<file path="src/rtl/imm_gen_pipe_if.sv">
// Request/result bus for the decode-stage immediate generator.
// master drives requests and accepts results; slave is the generator itself.
interface imm_gen_pipe_if #(
    parameter int XLEN  = 32,
    parameter int TAG_W = 4
);
    logic             inValid;
    logic             inReady;
    logic [31:0]      instr;
    logic [2:0]       extOp;
    logic [TAG_W-1:0] inTag;
    logic             outValid;
    logic             outReady;
    logic [XLEN-1:0]  sOut;
    logic [TAG_W-1:0] outTag;
    logic             outErr;

    modport master (
        output inValid, instr, extOp, inTag, outReady,
        input  inReady, outValid, sOut, outTag, outErr
    );

    modport slave (
        input  inValid, instr, extOp, inTag, outReady,
        output inReady, outValid, sOut, outTag, outErr
    );
endinterface

</file>
<file path="src/rtl/imm_gen_pipe.sv">
// Immediate generator feeding a 2-entry result queue with valid/ready on both sides.
// Illegal format selectors produce a zero immediate flagged as an error and are counted.
module imm_gen_pipe #(
    parameter int XLEN  = 32,
    parameter int TAG_W = 4
) (
    input  logic          i_clk,
    input  logic          i_rst_n,
    input  logic          i_flush,
    imm_gen_pipe_if.slave bus,
    output logic [7:0]    o_errCnt
);

    typedef enum logic [1:0] {
        EMPTY = 2'd0,
        ONE   = 2'd1,
        FULL  = 2'd2
    } state_t;

    typedef struct packed {
        logic [XLEN-1:0]  imm;
        logic [TAG_W-1:0] tag;
        logic             err;
    } entry_t;

    state_t     r_state;
    state_t     w_nextState;
    entry_t     r_head;
    entry_t     r_tail;
    entry_t     w_newEntry;
    logic       w_push;
    logic       w_pop;
    logic [7:0] r_errCnt;

    always_comb begin
        w_newEntry     = '0;
        w_newEntry.tag = bus.inTag;
        case (bus.extOp)
            3'b000: w_newEntry.imm = XLEN'($signed(bus.instr[31:20]));
            3'b001: w_newEntry.imm = XLEN'($signed({bus.instr[31:12], 12'b0}));
            3'b010: w_newEntry.imm = XLEN'($signed({bus.instr[31:25], bus.instr[11:7]}));
            3'b011: w_newEntry.imm = XLEN'($signed({bus.instr[31], bus.instr[7],
                                                    bus.instr[30:25], bus.instr[11:8], 1'b0}));
            3'b100: w_newEntry.imm = XLEN'($signed({bus.instr[31], bus.instr[19:12],
                                                    bus.instr[20], bus.instr[30:21], 1'b0}));
            3'b101: begin
                // RV64 shift amounts carry one extra bit
                if (XLEN == 64) w_newEntry.imm = XLEN'(bus.instr[25:20]);
                else            w_newEntry.imm = XLEN'(bus.instr[24:20]);
            end
            3'b110: w_newEntry.imm = XLEN'(bus.instr[19:15]);
            default: w_newEntry.err = 1'b1;
        endcase
    end

    assign w_push = bus.inValid && (r_state != FULL);
    assign w_pop  = (r_state != EMPTY) && bus.outReady;

    always_comb begin
        w_nextState = r_state;
        if (i_flush) begin
            w_nextState = EMPTY;
        end else begin
            case (r_state)
                EMPTY: if (w_push) w_nextState = ONE;
                ONE: begin
                    if (w_push && !w_pop)      w_nextState = FULL;
                    else if (w_pop && !w_push) w_nextState = EMPTY;
                end
                FULL:    if (w_pop) w_nextState = ONE;
                default: w_nextState = EMPTY;
            endcase
        end
    end

    always_ff @(posedge i_clk or negedge i_rst_n) begin
        if (!i_rst_n) r_state <= EMPTY;
        else          r_state <= w_nextState;
    end

    // Entries left behind by a flush are never shown: OUT_VALID masks them
    always_ff @(posedge i_clk or negedge i_rst_n) begin
        if (!i_rst_n) begin
            r_head <= '0;
            r_tail <= '0;
        end else begin
            if (w_pop && r_state == FULL) r_head <= r_tail;
            if (w_push) begin
                if (r_state == EMPTY || w_pop) r_head <= w_newEntry;
                else                           r_tail <= w_newEntry;
            end
        end
    end

    always_ff @(posedge i_clk or negedge i_rst_n) begin
        if (!i_rst_n)
            r_errCnt <= 8'd0;
        else if (w_push && bus.extOp == 3'b111 && r_errCnt != 8'hFF)
            r_errCnt <= r_errCnt + 8'd1;
    end

    assign bus.inReady  = (r_state != FULL);
    assign bus.outValid = (r_state != EMPTY);
    assign bus.sOut     = bus.outValid ? r_head.imm : '0;
    assign bus.outTag   = bus.outValid ? r_head.tag : '0;
    assign bus.outErr   = bus.outValid ? r_head.err : 1'b0;
    assign o_errCnt     = r_errCnt;

endmodule

</file>
<file path="src/flat_wrapper.sv">
// flat-port wrapper written by rule: the top's interface ports become plain ports
module imm_gen_pipe_flat 
#(
    parameter int XLEN  = 32,
    parameter int TAG_W = 4
)
  (i_clk, i_rst_n, i_flush, o_errCnt, bus_inValid, bus_instr, bus_extOp, bus_inTag, bus_outReady, bus_inReady, bus_outValid, bus_sOut, bus_outTag, bus_outErr);
  imm_gen_pipe_if #(.XLEN(XLEN), .TAG_W(TAG_W)) bus_i ();
  input  logic i_clk;
  input  logic i_rst_n;
  input  logic i_flush;
  output logic [7:0] o_errCnt;
  input wire logic [$bits(bus_i.inValid)-1:0] bus_inValid;
  input wire logic [$bits(bus_i.instr)-1:0] bus_instr;
  input wire logic [$bits(bus_i.extOp)-1:0] bus_extOp;
  input wire logic [$bits(bus_i.inTag)-1:0] bus_inTag;
  input wire logic [$bits(bus_i.outReady)-1:0] bus_outReady;
  output wire logic [$bits(bus_i.inReady)-1:0] bus_inReady;
  output wire logic [$bits(bus_i.outValid)-1:0] bus_outValid;
  output wire logic [$bits(bus_i.sOut)-1:0] bus_sOut;
  output wire logic [$bits(bus_i.outTag)-1:0] bus_outTag;
  output wire logic [$bits(bus_i.outErr)-1:0] bus_outErr;
  assign bus_i.inValid = bus_inValid;
  assign bus_i.instr = bus_instr;
  assign bus_i.extOp = bus_extOp;
  assign bus_i.inTag = bus_inTag;
  assign bus_i.outReady = bus_outReady;
  assign bus_inReady = bus_i.inReady;
  assign bus_outValid = bus_i.outValid;
  assign bus_sOut = bus_i.sOut;
  assign bus_outTag = bus_i.outTag;
  assign bus_outErr = bus_i.outErr;
  imm_gen_pipe #(.XLEN(XLEN), .TAG_W(TAG_W)) u_core (.i_clk(i_clk), .i_rst_n(i_rst_n), .i_flush(i_flush), .bus(bus_i), .o_errCnt(o_errCnt));
endmodule
</file>
<file path="config.mk">
export PLATFORM = sky130hd
export DESIGN_NAME = imm_gen_pipe_flat
export DESIGN_NICKNAME = d
export VERILOG_FILES = /design/src/rtl/imm_gen_pipe_if.sv /design/src/rtl/imm_gen_pipe.sv /design/src/flat_wrapper.sv
export SDC_FILE = /design/constraint.sdc
export NUM_CORES = 1
export LEC_CHECK = 0
export CORE_MARGIN = 3
export CORE_UTILIZATION = 52
export CTS_CLUSTER_DIAMETER = 200
export DETAILED_ROUTE_END_ITERATION = 7
export PLACE_DENSITY = 0.8
export SETUP_SLACK_MARGIN = 0.3
export SYNTH_ARGS = -nofsm -noshare
export SYNTH_HDL_FRONTEND = slang
export SYNTH_SLANG_ARGS = --single-unit
export TNS_END_PERCENT = 100
</file>
<file path="constraint.sdc">
create_clock -name i_clk -period 2.39 [get_ports i_clk]
set_clock_uncertainty 0.1 [all_clocks]
set_input_delay 0.5975 -clock i_clk [delete_from_list [all_inputs] [get_ports i_clk]]
set_output_delay 0.5975 -clock i_clk [all_outputs]
set_load 0.005 [all_outputs]
</file>
==> results of run 1 <==
==> what timing repair did <==
action	CTS	global route
gates resized for setup	218	23
endpoints found under the setup margin	39	58
setup buffers	7	0
pin swaps	38	2
gates cloned	3	0
==> worst max path at each step <==
| stage | start | cells past startpoint | slack, ns | end |
|---|---|---|---|---|
| floorplan | u_core.r_state[1]$_DFFE_PN0P_ | 4 | 0.54 | bus_sOut[13] |
| global placement | bus_extOp[0] | 6 | 0.008 | u_core.r_tail[18]$_DFFE_PN0P_ |
| detailed placement | bus_extOp[1] | 6 | -0.02 | u_core.r_head[28]$_DFF_PN0_ |
| CTS | u_core.r_state[0]$_DFFE_PN0P_ | 5 | 0.13 | bus_sOut[10] |
| global route | u_core.r_state[1]$_DFFE_PN0P_ | 5 | 0.10 | bus_sOut[13] |
| finish | u_core.r_state[1]$_DFFE_PN0P_ | 5 | 0.13 | bus_sOut[10] |
==> per-layer routing <==
metal,global-route usage,share of wire
met3,0.03787,0.036
met5,0,0
met1,0.3109,0.44
met2,0.4008,0.50
met4,0.1019,0.025
==> state kept, by name, summed over array words and instances (netlist names) <==
| signal | flops |
|---|---|
| u_core.r_tail | 37 |
| u_core.r_state | 2 |
| u_core.r_head | 37 |
| u_core.o_errCnt | 8 |
==> final cells by class <==
type	instances	area [µm²]	share of cell area
clock buffer	11	141.4	0.02326
clock inverter	5	107.6	0.01770
inverter	6	22.52	0.003705
multi-input combinational	327	2286	0.3761
sequential	84	2103	0.3460
tap	105	131.4	0.02161
timing repair buffer	117	1286	0.2116
==> critical path, cell delays in order, from the launching register on <==
cell and delay (ns):
sky130_fd_sc_hd__dfrtp_1 0.39, sky130_fd_sc_hd__or2_4 0.29, sky130_fd_sc_hd__buf_12 0.14, sky130_fd_sc_hd__buf_16 0.13, sky130_fd_sc_hd__and2_4 0.14, sky130_fd_sc_hd__buf_6 0.11
==> per-stage QoR <==
stage,TNS [ns],cell area (µm²),utilization,worst slack (ns)
after floorplan,0,4522,-,0.5449
after global placement,0,5509,0.6605,0.007715
after detailed placement,-0.07596,5509,0.6605,-0.01568
after CTS,0,5992,0.7184,0.1279
after global routing,0,6078,0.7288,0.1043
final,0,6078,0.7288,0.1339
==> logic make-up (layout without fill, tap and decap cells) <==
group / after synthesis / count (layout) / synth area share
AOI/OAI and AO/OA: 103 / 103 / 0.1505
buffers and inverters: 38 / 139 / 0.05258
and+or+nand+nor: 169 / 169 / 0.1862
DFF: 84 / 84 / 0.4649
muxes: 48 / 48 / 0.1306
xor gates and xnor gates: 5 / 5 / 0.009686
adders and majority gates: 2 / 2 / 0.005533
==> cell usage in the layout, fill, tap and decap left out, types with 3 or more instances in the layout <==
master                            count
sky130_fd_sc_hd__a21oi_1              8
sky130_fd_sc_hd__a21oi_2             10
sky130_fd_sc_hd__a221oi_2             8
sky130_fd_sc_hd__and2_4              38
sky130_fd_sc_hd__buf_12               7
sky130_fd_sc_hd__buf_16               3
sky130_fd_sc_hd__buf_4               21
sky130_fd_sc_hd__buf_6               41
sky130_fd_sc_hd__bufinv_16            3
sky130_fd_sc_hd__clkbuf_8            10
sky130_fd_sc_hd__clkdlybuf4s50_1     43
sky130_fd_sc_hd__dfrtp_1             83
sky130_fd_sc_hd__inv_1                6
sky130_fd_sc_hd__mux2_1               4
sky130_fd_sc_hd__mux2_2              22
sky130_fd_sc_hd__mux2_4              13
sky130_fd_sc_hd__mux2i_1              8
sky130_fd_sc_hd__nand2_1             80
sky130_fd_sc_hd__nand3_1              3
sky130_fd_sc_hd__nand3b_1             3
sky130_fd_sc_hd__nor2_1              15
sky130_fd_sc_hd__nor2b_1              7
sky130_fd_sc_hd__nor3_1               3
sky130_fd_sc_hd__o21ai_0             11
sky130_fd_sc_hd__o21ai_1             55
sky130_fd_sc_hd__o311a_1              4
sky130_fd_sc_hd__xor2_1               3
==> power breakdown <==
part	total (mW)	switching, mW	leakage [nW]	internal, mW
sequential	1.87	0.182	1.08	1.69
clock	1.25	0.525	0.124	0.729
combinational	1.08	0.461	1.60	0.620
total	4.21	1.17	2.80	3.04
==> metrics.csv, run 1 <==
metric,value,unit
worst path required time,1.69,ns
area of the die,9851,µm²
peak supply drop,0.3258,mV
layout cell share with drive strength beyond 1,0.3491,
Die Y,99.25,µm
Setup Viol. Count Final,0,
sequential share of the synthesized area,0.4649,
achievable frequency,0.4432,GHz
net count after synthesis,495,
detail-routed net length per standard cell,17.37,µm
total of buffers placed on input and output ports,83,
DRC violations left,0,
TritonCTS sink count,84,
reg2reg setup slack,0.47,ns
Register-to-Register Path Depth,8,
result of the run,"finished, final reports clean",
"top cells by count, synth","sky130_fd_sc_hd__dfrtp_1 (84), sky130_fd_sc_hd__nand2_1 (80), sky130_fd_sc_hd__o21ai_1 (55)",
Core Region,8341,µm²
final cell count without fillers,655,
fillers,586,
number of enable-type register cells in the synthesized netlist,0,
max-slew violation count,0,
Synth-to-Final Area Change,34.42,%
final antenna-violating net count,0,
Boundary Pins,91,
setup repair after global routing missed its margin,true,
critical path capture point type,output port,
distinct cell type count after synthesis,46,
cell count after synthesis,449,
Initial Util,0.5422,
first-pass GRT wire length,18860,µm
number of storage elements in the synthesis netlist,84,
number of nets in the finished design,591,
Longest Clk Path Bufs,2,
overall power,4.207,mW
Total Wirelength,11380,µm
clock tree from TritonCTS,done,
placed cell count,629,
remaining max-slew budget at the tightest pin,0.6698,
initial antenna violation count,0,
remaining global-route overflow,0,
class of the tightest hold or removal check,in2async,
Post-synth top flop,sky130_fd_sc_hd__dfrtp_1,
global router's overall resource usage,0.2400,
clock root cell,sky130_fd_sc_hd__clkbuf_8,
Antenna Diode Count,0,
hold violation total from the final report,0,
Critical Path AT,1.56,ns
clock buffers created by TritonCTS,9,
category of the worst setup path launch point,flop,
combined area of all synthesized cells,4522,µm²
Chip Width,99.25,µm
most common cell in the synthesized netlist,sky130_fd_sc_hd__dfrtp_1,
async set-or-reset flop fraction in the synthesized netlist,1.000,
Post-Syn Area per Cell,10.07,µm²
total leakage power,2.802,nW
clock latency of the later-clocked register in the worst-skew pair,0.35,ns
number of global-route vias before repair,3854,
cell taking the most area after synthesis,sky130_fd_sc_hd__dfrtp_1,
Yosys warnings,0,
initial drt markers,174,
maximum number of pins on one net before global-route repair,65,
total number of vias,3599,
detailed placement HPWL,7369,µm
via/cell ratio,5.495,
destination of the worst register-to-register timing path,u_core.r_head[15]$_DFF_PN0_,
count of hold-fix buffers inserted at cts,0,
reported max-cap violation count,0,
floorplan row count,33,
clock-pin slew of the registers on the worst-case setup and hold paths,0.09,ns
largest cells by area after synthesis,"sky130_fd_sc_hd__dfrtp_1 (46%), sky130_fd_sc_hd__nand2_1 (6.6%), sky130_fd_sc_hd__o21ai_1 (6.1%), sky130_fd_sc_hd__mux2_2 (5.5%), sky130_fd_sc_hd__and2_1 (5.4%)",
Hold WS,0.08137,ns
power density over the cells,692.1,nW/µm²
kind of critical path,reg2out,
gp weighted congestion,0.9731,
critical register-to-register path startpoint,u_core.r_state[1]$_DFFE_PN0P_,
"Min Clock Period, post-route",2.256,ns
final worst path period share,0.9440,
1st-pass router iterations,4,
Synth top area share,0.4649,
critical path peak fanout,6,
CTS H-Tree Depth,3,
pin slew with the least headroom to its limit,0.4948,ns
No activity file was read; power rests on OpenSTA's default activity.
==> inputs of run 2 (changes only) <==
- CORE_ASPECT_RATIO: unset -> 1.5
==> run 2 against run 1 <==
Clock-buffer cell count rose by 1. Die area grew 0.24%. First-iteration DRC count up 2.9%. Register-to-register slack worse by 0.12 ns. Sequential share of layout area grew 0.45 points. Non-clock buffer count decreased by 1. Sequential power hardly changed. Hold slack gained 0.10 ns. Setup slack got worse by 0.017 ns. Maximum frequency down 0.76%.
==> metrics.csv, run 2 (same netlist as run 1, synthesis figures left out) <==
metric,value,unit,change
combinational cell fraction of total power,0.236,,-0.021
achievable frequency,0.4399,GHz,-0.76%
share of total power in the clock network,0.332,,+0.034
Switch Pwr,1.169,mW,about the same
clock latency of the later-clocked register in the worst-skew pair,0.33,ns,-0.02 ns
1st-pass router iterations,4,,unchanged
Initial Util,0.5342,,-0.007934
initial drt markers,179,,+2.9%
Total Wirelength,11320,µm,-0.50%
net switching share of the total power,0.2702,,-0.007572
clock root cell,sky130_fd_sc_hd__clkbuf_16,,
via/cell ratio,5.495,,unchanged
Chip Width,82.14,µm,-17%
initial antenna violation count,0,,unchanged
critical path peak fanout,5,,-1
first-pass GRT wire length,18190,µm,-3.5%
"Min Clock Period, post-route",2.273,ns,+0.01732 ns
detail-routed net length per standard cell,17.29,µm,-0.50%
pin slew with the least headroom to its limit,0.6529,ns,+0.1581 ns
Internal Dissipation,3.158,mW,+3.9%
number of nets in the finished design,590,,-0.17%
Die Y,120.2,µm,+21%
TritonCTS sink count,84,,unchanged
"most common cell after layout, fill and taps aside",sky130_fd_sc_hd__dfrtp_1,,
power density over the cells,721.1,nW/µm²,+4.2%
reported max-cap violation count,0,,unchanged
Synth-to-Final Area Change,32.68,%,
area of the die,9874,µm²,+0.24%
layout cell share with drive strength beyond 1,0.3248,,-0.02427
fillers,635,,+8.4%
critical path capture point type,output port,,
Critical Path AT,1.58,ns,+0.02 ns
clock tree from TritonCTS,done,,
maximum number of pins on one net before global-route repair,75,,+15%
detailed placement HPWL,7299,µm,-0.94%
Antenna Diode Count,0,,unchanged
Core Region,8464,µm²,+1.5%
CTS H-Tree Depth,3,,unchanged
class of the tightest hold or removal check,in2async,,
clock-pin slew of the registers on the worst-case setup and hold paths,0.06,ns,-0.03 ns
clock buffers created by TritonCTS,9,,unchanged
final core utilization,0.7088,,-0.01998
Longest Clk Path Bufs,2,,unchanged
total of buffers placed on input and output ports,83,,unchanged
Boundary Pins,91,,unchanged
Hold WS,0.1853,ns,+0.1040 ns
overall power,4.326,mW,+2.8%
peak supply drop,0.4814,mV,+48%
sequential group share of total power,0.432,,-0.013
final antenna-violating net count,0,,unchanged
category of the worst setup path launch point,flop,,
Setup Viol. Count Final,0,,unchanged
number of global-route vias before repair,3711,,-3.7%
count of hold-fix buffers inserted at cts,0,,unchanged
kind of critical path,reg2out,,
final worst path period share,0.9512,,+0.007246
DRC violations left,0,,unchanged
setup TNS,0,ns,unchanged
gp weighted congestion,0.8468,,-13%
total number of vias,3599,,unchanged
remaining global-route overflow,0,,unchanged
global router's overall resource usage,0.2417,,+0.001711
remaining max-slew budget at the tightest pin,0.5647,,-0.1050
setup repair after global routing missed its margin,true,,
floorplan row count,41,,+24%
hold violation total from the final report,0,,unchanged
total leakage power,2.776,nW,-0.93%
worst path required time,1.69,ns,about the same
result of the run,"finished, final reports clean",,
max-slew violation count,0,,unchanged
"top library cells by usage in the layout, fill and taps aside","sky130_fd_sc_hd__dfrtp_1 (83), sky130_fd_sc_hd__nand2_1 (80), sky130_fd_sc_hd__o21ai_1 (55)",,
[run 2: cell types whose count changed in the layout (fill, tap and decap cells not counted), sizes merged]
cell	previous run	this run
buf	72	54
bufinv	3	1
clkbuf	12	30
clkinv	1	0
clkinvlp	0	2
inv	7	6
[run 2: final cells by class]
cell class | count | area (µm²) | area share
multi-input combinational | 327 | 2252 | 0.3754
sequential | 84 | 2103 | 0.3506
timing repair buffer | 116 | 1176 | 0.1960
clock buffer | 12 | 266.5 | 0.04442
tap | 107 | 133.9 | 0.02231
clock inverter | 3 | 45.04 | 0.007508
inverter | 6 | 22.52 | 0.003754
[run 2: final timing paths]
kind | cells after the start | slack [ns] | endpoint | start
setup / recovery | 5 | 0.12 | bus_sOut[27] | u_core.r_state[1]$_DFFE_PN0P_
hold / removal | 1 | 0.19 | u_core.r_head[18]$_DFF_PN0_ | i_rst_n
setup reg to reg | 9 | 0.35 | u_core.r_state[1]$_DFFE_PN0P_ | u_core.r_state[1]$_DFFE_PN0P_
hold reg to reg | 2 | 0.38 | u_core.r_tail[10]$_DFFE_PN0P_ | u_core.r_tail[10]$_DFFE_PN0P_
max in group asynchronous | 2 | 1.40 | u_core.r_tail[12]$_DFFE_PN0P_ | i_rst_n
min in group i_clk | 2 | 0.38 | u_core.r_tail[10]$_DFFE_PN0P_ | u_core.r_tail[10]$_DFFE_PN0P_
[run 2: repair_timing]
action | 4_1_cts | 5_1_grt
gates resized for setup | 103 | 85
cloned | 1 | 2
setup buffers | 6 | 0
pin swaps | 10 | 13
setup endpoints to repair | 39 | 46
[run 2: worst max-delay path, cell delays in order, from the launching register on]
cell and delay [ns]:
sky130_fd_sc_hd__dfrtp_1 0.39, sky130_fd_sc_hd__or2_4 0.33, sky130_fd_sc_hd__buf_6 0.16, sky130_fd_sc_hd__buf_6 0.11
sky130_fd_sc_hd__and2_4 0.15, sky130_fd_sc_hd__buf_6 0.11
[run 2: power groups by stage]
stage	clock [mW]	combinational, mW	sequential, mW
6_report	1.43	1.02	1.87
5_1_grt	1.51	1.13	1.90
4_1_cts	1.45	0.978	1.87
3_5_place_dp	0	0.929	1.89
3_3_place_gp	0	0.896	1.87
2_1_floorplan	0	0.557	1.83
[run 2: per-layer routing]
| metal | share of wire | vias up | track usage | wire (µm) |
|---|---|---|---|---|
| met5 | 0 | - | 0 | 0 |
| met4 | 0.015 | 0 | 0.07900 | 166 |
| met3 | 0.037 | 15 | 0.03502 | 417 |
| met2 | 0.54 | 89 | 0.4175 | 6142 |
| met1 | 0.41 | 1766 | 0.3055 | 4597 |
| li1 | - | 1729 | - | - |
[run 2: metrics by stage]
step / instances / setup slack (ns) / area [µm²]
6_report: 655 / 0.1166 / 6000
5_1_grt: 655 / 0.08731 / 6000
4_1_cts: 653 / 0.05811 / 5943
3_5_place_dp: 631 / 0.007244 / 5512
3_3_place_gp: 631 / 0.04478 / 5512
2_1_floorplan: 449 / 0.5449 / 4522
